$ cat src/rtl/l2_port_arbiter_pkg.sv
// Shared encodings for the L2 port arbiter: FSM states, requester ids and default fill timeout.
package l2_arb_pkg;

    typedef enum logic {
        ST_IDLE = 1'b0,
        ST_BUSY = 1'b1
    } state_e;

    localparam logic REQ_IF = 1'b0;
    localparam logic REQ_DM = 1'b1;

    localparam int STALL_MAX_DEFAULT = 64;

endpackage

$ cat src/rtl/l2_port_arbiter_rr_pick2.sv
// Two-way round-robin pick: on contention rr_ptr wins, otherwise the single eligible requester wins.
module rr_pick2
    import l2_arb_pkg::*;
(
    input  logic [1:0] elig,
    input  logic       rr_ptr,
    output logic       gnt_valid,
    output logic       gnt_id
);

    assign gnt_valid = |elig;
    assign gnt_id    = (&elig) ? rr_ptr : elig[REQ_DM];

endmodule

$ cat src/rtl/l2_port_arbiter.sv
// Arbitrates the single L2 port between instruction fetch (req 0) and data access (req 1),
// holding the grant through miss fills and aborting a fill that stalls too long.
module l2_port_arbiter
    import l2_arb_pkg::*;
#(
    parameter int ADDR_W    = 32,
    parameter int DATA_W    = 32,
    parameter int STALL_MAX = STALL_MAX_DEFAULT,
    parameter int CNT_W     = 7
) (
    input  logic              clk,
    input  logic              rst,
    input  logic              req0_valid,
    input  logic              req0_we,
    input  logic [ADDR_W-1:0] req0_addr,
    input  logic [DATA_W-1:0] req0_wdata,
    input  logic              req1_valid,
    input  logic              req1_we,
    input  logic [ADDR_W-1:0] req1_addr,
    input  logic [DATA_W-1:0] req1_wdata,
    output logic              done0,
    output logic              done1,
    output logic              err0,
    output logic              err1,
    output logic [DATA_W-1:0] rdata,
    output logic [ADDR_W-1:0] l2_addr,
    output logic [DATA_W-1:0] l2_wdata,
    output logic              l2_renable,
    output logic              l2_wenable,
    input  logic [DATA_W-1:0] l2_rdata,
    input  logic              l2_stall,
    output logic              busy,
    output state_e            dbg_state,
    output logic [CNT_W-1:0]  dbg_stall_cnt
);

    // Handshake: reqN_valid is a level that the requester holds, with its fields, until it sees
    // a one-cycle doneN or errN pulse; the valid still high during that pulse is not a new request.

    state_e             state;
    logic               grant;
    logic               rr_ptr;
    logic               lat_we;
    logic [CNT_W-1:0]   stall_cnt;
    logic [1:0]         elig;
    logic               gnt_valid;
    logic               gnt_id;

    assign elig = {req1_valid & ~done1 & ~err1, req0_valid & ~done0 & ~err0};

    rr_pick2 u_pick (
        .elig      (elig),
        .rr_ptr    (rr_ptr),
        .gnt_valid (gnt_valid),
        .gnt_id    (gnt_id)
    );

    assign dbg_state     = state;
    assign dbg_stall_cnt = stall_cnt;

    always_ff @(posedge clk or posedge rst) begin
        if (rst) begin
            state      <= ST_IDLE;
            grant      <= REQ_IF;
            rr_ptr     <= REQ_IF;
            lat_we     <= 1'b0;
            stall_cnt  <= '0;
            done0      <= 1'b0;
            done1      <= 1'b0;
            err0       <= 1'b0;
            err1       <= 1'b0;
            busy       <= 1'b0;
            l2_renable <= 1'b0;
            l2_wenable <= 1'b0;
            l2_addr    <= '0;
            l2_wdata   <= '0;
            rdata      <= '0;
        end else begin
            done0 <= 1'b0;
            done1 <= 1'b0;
            err0  <= 1'b0;
            err1  <= 1'b0;
            case (state)
                ST_IDLE: begin
                    if (gnt_valid) begin
                        grant      <= gnt_id;
                        rr_ptr     <= ~gnt_id;
                        stall_cnt  <= '0;
                        lat_we     <= (gnt_id == REQ_DM) ? req1_we : req0_we;
                        l2_addr    <= (gnt_id == REQ_DM) ? req1_addr : req0_addr;
                        l2_wdata   <= (gnt_id == REQ_DM) ? req1_wdata : req0_wdata;
                        l2_renable <= (gnt_id == REQ_DM) ? ~req1_we : ~req0_we;
                        l2_wenable <= (gnt_id == REQ_DM) ? req1_we : req0_we;
                        busy       <= 1'b1;
                        state      <= ST_BUSY;
                    end
                end
                ST_BUSY: begin
                    // Writes complete in one cycle regardless of l2_stall.
                    if (lat_we || !l2_stall) begin
                        if (!lat_we) begin
                            rdata <= l2_rdata;
                        end
                        if (grant == REQ_DM) begin
                            done1 <= 1'b1;
                        end else begin
                            done0 <= 1'b1;
                        end
                        l2_renable <= 1'b0;
                        l2_wenable <= 1'b0;
                        busy       <= 1'b0;
                        state      <= ST_IDLE;
                    end else if (stall_cnt == CNT_W'(STALL_MAX - 1)) begin
                        if (grant == REQ_DM) begin
                            err1 <= 1'b1;
                        end else begin
                            err0 <= 1'b1;
                        end
                        l2_renable <= 1'b0;
                        l2_wenable <= 1'b0;
                        busy       <= 1'b0;
                        state      <= ST_IDLE;
                    end else begin
                        stall_cnt <= stall_cnt + 1'b1;
                    end
                end
                default: state <= ST_IDLE;
            endcase
        end
    end

endmodule

$ cat config.mk
export PLATFORM = sky130hd
export DESIGN_NAME = l2_port_arbiter
export DESIGN_NICKNAME = d
export VERILOG_FILES = /design/src/rtl/l2_port_arbiter_pkg.sv /design/src/rtl/l2_port_arbiter_rr_pick2.sv /design/src/rtl/l2_port_arbiter.sv
export SDC_FILE = /design/constraint.sdc
export NUM_CORES = 1
export LEC_CHECK = 0
export BUFFER_PORTS_ARGS = -buffer_cell sky130_fd_sc_hd__buf_2
export CELL_PAD_IN_SITES_DETAIL_PLACEMENT = 1
export CELL_PAD_IN_SITES_GLOBAL_PLACEMENT = 2
export CORE_UTILIZATION = 28
export DETAILED_ROUTE_END_ITERATION = 10
export GPL_TIMING_DRIVEN = 1
export MAX_ROUTING_LAYER = met4
export PLACE_DENSITY_LB_ADDON = 0.2
export SLEW_MARGIN = 10
export SYNTH_ARGS = -nofsm -noshare
export SYNTH_HDL_FRONTEND = slang
export SYNTH_SLANG_ARGS = --single-unit
export TNS_END_PERCENT = 10
$ cat constraint.sdc
create_clock -name clk -period 10.42 [get_ports clk]
set_clock_uncertainty 0.1 [all_clocks]
set_input_delay 2.084 -clock clk [delete_from_list [all_inputs] [get_ports clk]]
set_output_delay 2.084 -clock clk [all_outputs]
set_load 0.02 [all_outputs]
==> results of run 1 <==
[worst max-delay path: cells and delay by family]
kind / cells / cell delay [ps]
muxes: 1 / 360
and+or+nand+nor: 1 / 400
buffers and inverters: 2 / 730
AOI/OAI and AO/OA: 2 / 710
[final cells by class]
class	count	area, µm²
Inverter	1	6.26
Tap cell	225	282
Sequential cell	114	2850
Timing Repair Buffer	281	1420
Antenna cell	1	2.50
Clock inverter	10	85.1
Clock buffer	21	470
Multi-Input combinational cell	280	1930
Fill cell	2026	10300
[how the worst min path moves through the flow]
stage | startpoint | to | slack, ps | cells after the start
floorplan | grant | err0 | 350 | 1
global placement | l2_wdata[31] | l2_wdata[31] | 360 | 2
detailed placement | l2_addr[28] | l2_addr[28] | 360 | 2
CTS | l2_addr[28] | l2_addr[28] | 380 | 2
global route | busy | busy | 400 | 1
finish | l2_addr[28] | l2_addr[28] | 370 | 2
[where the power goes]
group / switching, mW / total, mW / internal, mW
Clock: 0.198 / 0.540 / 0.343
Combinational: 0.597 / 0.946 / 0.348
Sequential: 0.112 / 0.762 / 0.650
Total: 0.907 / 2.25 / 1.34
[cells in the mapped netlist]
| cell type | number | share of area (%) |
|---|---|---|
| inv_1 | 1 | 0.075 |
| a21oi_1 | 3 | 0.30 |
| dfrtp_1 | 114 | 57 |
| o2bb2ai_1 | 1 | 0.18 |
| o21ai_1 | 39 | 3.9 |
| buf_2 | 7 | 0.70 |
| o21a_1 | 1 | 0.15 |
| nor3b_2 | 1 | 0.25 |
| buf_12 | 5 | 2.0 |
| a31oi_1 | 3 | 0.38 |
| nor2_1 | 4 | 0.30 |
| nand3_1 | 6 | 0.60 |
| buf_6 | 3 | 0.68 |
| o21ba_1 | 1 | 0.20 |
| nor3_1 | 1 | 0.10 |
| a22o_1 | 1 | 0.18 |
| a41oi_1 | 2 | 0.35 |
| o31ai_2 | 1 | 0.25 |
| and3b_1 | 1 | 0.18 |
| o311a_1 | 1 | 0.20 |
| nand2b_1 | 1 | 0.13 |
| ha_1 | 1 | 0.25 |
| clkbuf_1 | 12 | 0.90 |
| o21ai_0 | 31 | 3.1 |
| a21o_1 | 2 | 0.30 |
| o211ai_1 | 1 | 0.15 |
| mux2i_1 | 65 | 13 |
| mux2_2 | 32 | 7.2 |
| nand2_1 | 76 | 5.7 |
| or3b_4 | 2 | 0.45 |
| o31a_1 | 1 | 0.18 |
| and3_1 | 2 | 0.25 |
[cell families after synthesis]
family	count (synthesis)	synth area share, %
AOI/OAI and AO/OA	88	9.84
adders and majority gates	1	0.251
buffers and inverters	28	4.37
DFF	114	57.3
muxes	97	20.3
and+or+nand+nor	94	7.99
[routing by layer]
metal | share of wire [%] | vias to the layer above | GRT usage (%)
met3 | 10 | 17 | 6.17
met5 | 0 | - | -
met1 | 40 | 1942 | 18.6
met2 | 48 | 198 | 27.7
met4 | 1.7 | 0 | 7.55
li1 | - | 2027 | -
[state kept, by name (all words and copies together), names as in the netlist, 7 cells and up]
signal,cells
dbg_stall_cnt,7
l2_addr,32
l2_wdata,32
rdata,32
==> metrics.yaml, run 1 <==
track_usage_pct: 17.0
path_class: "input port to register"
dp.final_hpwl_um: 11200
min_path_type: "register to register"
clkLatencyLatePin_ps: 410
synth_area_per_cell_um2: 11.8
crit_path_end: "lat_we"
path_cells: "buf_2, or3b_4, o21ba_4, buf_4, mux2i_1, a21oi_1"
hold_ws_ps: 366
rsz0062_at_grt: "false"
dp_cells: 901
ys_seq_elements: 114
place_area_um2: 6490
nets: 863
layout_common_cells: "buf_2, dfrtp_1, nand2_1, mux2i_1, o21ai_1"
r2r_setup_slack_ps: 7620
fin_util_pct: 40.6
cp.required_ps: 10580
cts_root_buffer: "clkbuf_16"
clock_sink_count: 114
numCtsBuffers: 17
power_density_nw_per_um2: 319
yosys_warnings: 0
drtPass1Iterations: 4
ctsResizeCount: 0
drc: 0
grt_pass1_vias: 4485
cts_setup_buffers: 0
worst_pin_slew_ps: 1010
crit_start: "req1_valid"
grt_pass1_wl_um: 23000
overflow: 0
cts_buffer_depth: 2
cts_max_level: 4
rows: 48
synth_cell_types: 32
drive_above_1_share_pct: 49.5
drt-total-wl_um: 14500
slew-limit-headroom_pct: 32.4
initial_utilization_pct: 28.7
finalHoldViolCount: 0
via_count: 4184
fin_cells: 933
final.setup.tns_ps: 0
cts_tree: "yes"
start_kind: "input port"
end_kind: "register"
reg2reg_to: "lat_we"
gp_congestion: 0.740
design_area_um2: 7050
ant_nets: 0
vias_per_cell: 4.48
syn-cell-area_um2: 4980
cts-hold-fix-buffers: 0
max_clock_freq_mhz: 242
final-setup-viol-count: 0
syn_nets: 590
place_ws_ps: 5800
r2r_cells: 5
slew_violations: 0
peakVddDrop_mv: 0.137
drv_cap: 0
io_buffers: 277
cp_slowest_cell: "buf_4"
min_period_over_period_pct: 39.7
status: "finished, final reports clean"
antenna_found_initial: 1
critical_path.max_fanout: 39
mostFrequentLayoutCell: "buf_2"
ioPinCount: 278
ys_seq_area_share_pct: 57.3
dieArea_um2: 18300
worstPathArrival_ps: 4300
grt_max_degree: 79
syn2layout_area_growth_pct: 41.4
die_w_um: 135
r2r_start: "done1"
fin_ws_ps: 6280
leakagePower_nw: 3.65
die_y_um: 135
core_area_um2: 17400
avgRoutedWirePerCell_um: 15.5
clk_pin_slew_ps: 50
period_needed_ps: 4140
synthCells: 422
drt_iter0_markers: 129
p_total_mw: 2.25
slowest_delay_ps: 650
Note: power is estimated with default switching activity, not from simulation.
==> run 2, diff against run 1 <==
- CORE_UTILIZATION: 28 -> 23
- clock period: 10.42 -> 3.7 ns (I/O delays scaled with it)
==> metrics.yaml, run 2 (synthesis results as in run 1) <==
dp.final_hpwl_um: 11400  # was 11200 µm
drc: 0  # unchanged
power_density_nw_per_um2: 923  # was 319 nW/µm²
hold_ws_ps: 344  # was 366 ps
r2r_start: "done1"  # unchanged
ctsResizeCount: 0  # unchanged
cp.required_ps: 3880  # was 10580 ps
design_area_um2: 7290  # was 7050 µm²
path_class: "input port to register"  # unchanged
worstPathArrival_ps: 2460  # was 4300 ps
p_seq_share_pct: 31.8  # was 33.9%
drtPass1Iterations: 4  # unchanged
min_period_over_period_pct: 61.6
clock_sink_count: 114  # unchanged
gp_congestion: 0.748  # was 0.740
cts_max_level: 4  # unchanged
min_path_type: "input port to async pin"  # was register to register
cts_root_buffer: "clkbuf_16"  # unchanged
drive_above_1_share_pct: 49.7  # was 49.5%
cts-hold-fix-buffers: 0  # unchanged
final-setup-viol-count: 0  # unchanged
r2r_cells: 5  # unchanged
max_clock_freq_mhz: 439
start_kind: "input port"  # unchanged
switching_power_mw: 2.59  # was 0.907 mW
swShare_pct: 38.5  # was 40.4%
overflow: 0  # unchanged
worst_pin_slew_ps: 764  # was 1010 ps
layout_common_cells: "buf_2, dfrtp_1, nand2_1, mux2i_1, o21ai_1"  # unchanged
cts_setup_buffers: 0  # unchanged
numCtsBuffers: 17  # unchanged
mostFrequentLayoutCell: "buf_2"  # unchanged
rsz0062_at_grt: "false"  # unchanged
drt-total-wl_um: 15200  # was 14500 µm
syn2layout_area_growth_pct: 46.3  # was 41.4%
die_w_um: 149  # was 135 µm
clkLatencyLatePin_ps: 410  # about the same
peakVddDrop_mv: 0.285  # was 0.137 mV
r2r_setup_slack_ps: 1440  # was 7620 ps
end_kind: "register"  # unchanged
critical_path.max_fanout: 35  # was 39
grt_pass1_vias: 4479  # was 4485
cts_buffer_depth: 2  # unchanged
reg2reg_to: "l2_wdata[18]"  # was lat_we
track_usage_pct: 14.5  # was 17.0%
slew_violations: 0  # unchanged
core_area_um2: 21200  # was 17400 µm²
clk_pin_slew_ps: 50  # about the same
vias_per_cell: 4.28  # was 4.48
rows: 53  # was 48
drv_cap: 0  # unchanged
ant_nets: 0  # unchanged
dieArea_um2: 22300  # was 18300 µm²
ioPinCount: 278  # unchanged
top_regs: "l2_addr: 32 flops, l2_wdata: 32 flops, rdata: 32 flops"  # unchanged
die_y_um: 149  # was 135 µm
period_needed_ps: 2280
finalHoldViolCount: 0  # unchanged
avgRoutedWirePerCell_um: 15.4  # was 15.5 µm
nets: 865  # was 863
status: "finished, final reports clean"  # unchanged
power.internal_mw: 4.14  # was 1.34 mW
grt_pass1_wl_um: 23700  # was 23000 µm
place_area_um2: 6610  # was 6490 µm²
slew-limit-headroom_pct: 49.1  # was 32.4%
final.setup.tns_ps: 0  # unchanged
initial_utilization_pct: 23.6  # was 28.7%
drt_iter0_markers: 108  # was 129
leakagePower_nw: 3.72  # was 3.65 nW
grt_max_degree: 83  # was 79
io_buffers: 277  # unchanged
via_count: 4222  # was 4184
antenna_found_initial: 1  # unchanged
p_clk_share_pct: 28.1  # was 24.0%
cts_tree: "yes"  # unchanged
p_comb_share_pct: 40.0  # was 42.1%
run 2: cell types whose count changed in the layout (fill, tap and decap cells not counted), sizes merged:
cell	change
bufinv	+5
clkinvlp	+2
buf	+2
clkbuf	-1
clkinv	-5
run 2: per-layer routing:
| layer | share of wire (%) | vias to the layer above | GRT usage (%) |
|---|---|---|---|
| li1 | - | 2036 | - |
| met2 | 46 | 204 | 22.4 |
| met1 | 43 | 1966 | 17.0 |
| met4 | 1.3 | 0 | 4.90 |
| met5 | 0 | - | - |
| met3 | 9.3 | 16 | 5.72 |
run 2: layout make-up:
class | instances | area (µm²)
well taps | 275 | 344
flip-flops and latches | 114 | 2850
fillers | 2470 | 13900
inverters | 1 | 7.51
clock inverters | 12 | 226
multi-input cells | 280 | 1930
repair buffers | 283 | 1470
clock buffers | 20 | 457
diodes | 1 | 2.50
run 2: power groups by stage:
| stage | clock (mW) | combinational (mW) | sequential [mW] |
|---|---|---|---|
| final | 1.89 | 2.69 | 2.14 |
| after global routing | 2.02 | 2.97 | 2.23 |
| after CTS | 1.96 | 2.76 | 2.16 |
| after detailed placement | 0 | 2.77 | 2.17 |
| after global placement | 0 | 2.71 | 2.15 |
| after floorplan | 0 | 1.15 | 2.83 |
run 2: critical path, stage by stage:
cell and delay, ps:
buf_2 80, or3b_4 400, o21ba_4 540, buf_12 330, mux2i_1 260, o21ai_1 80
run 2: worst max path at each step:
| stage | depth (start not counted) | endpoint | slack (ps) | from |
|---|---|---|---|---|
| 2_1_floorplan | 1 | busy | 1470 | rst |
| 3_3_place_gp | 6 | l2_wdata[18] | 1000 | req1_valid |
| 3_5_place_dp | 6 | l2_wdata[18] | 940 | req1_valid |
| 4_1_cts | 5 | l2_wdata[18] | 1370 | done1 |
| 5_1_grt | 5 | l2_addr[14] | 1280 | done1 |
| 6_report | 6 | l2_wdata[18] | 1420 | req1_valid |
run 2: metrics by stage:
stage          power (mW)  setup slack (ps)  cells  utilization [%]
2_1_floorplan        3.97              1470    422                -
3_3_place_gp         4.86              1000    953             31.2
3_5_place_dp         4.93               939    953             31.2
4_1_cts              6.87              1370    985             34.5
5_1_grt              7.22              1280    986             34.5
6_report             6.73              1420    986             34.5
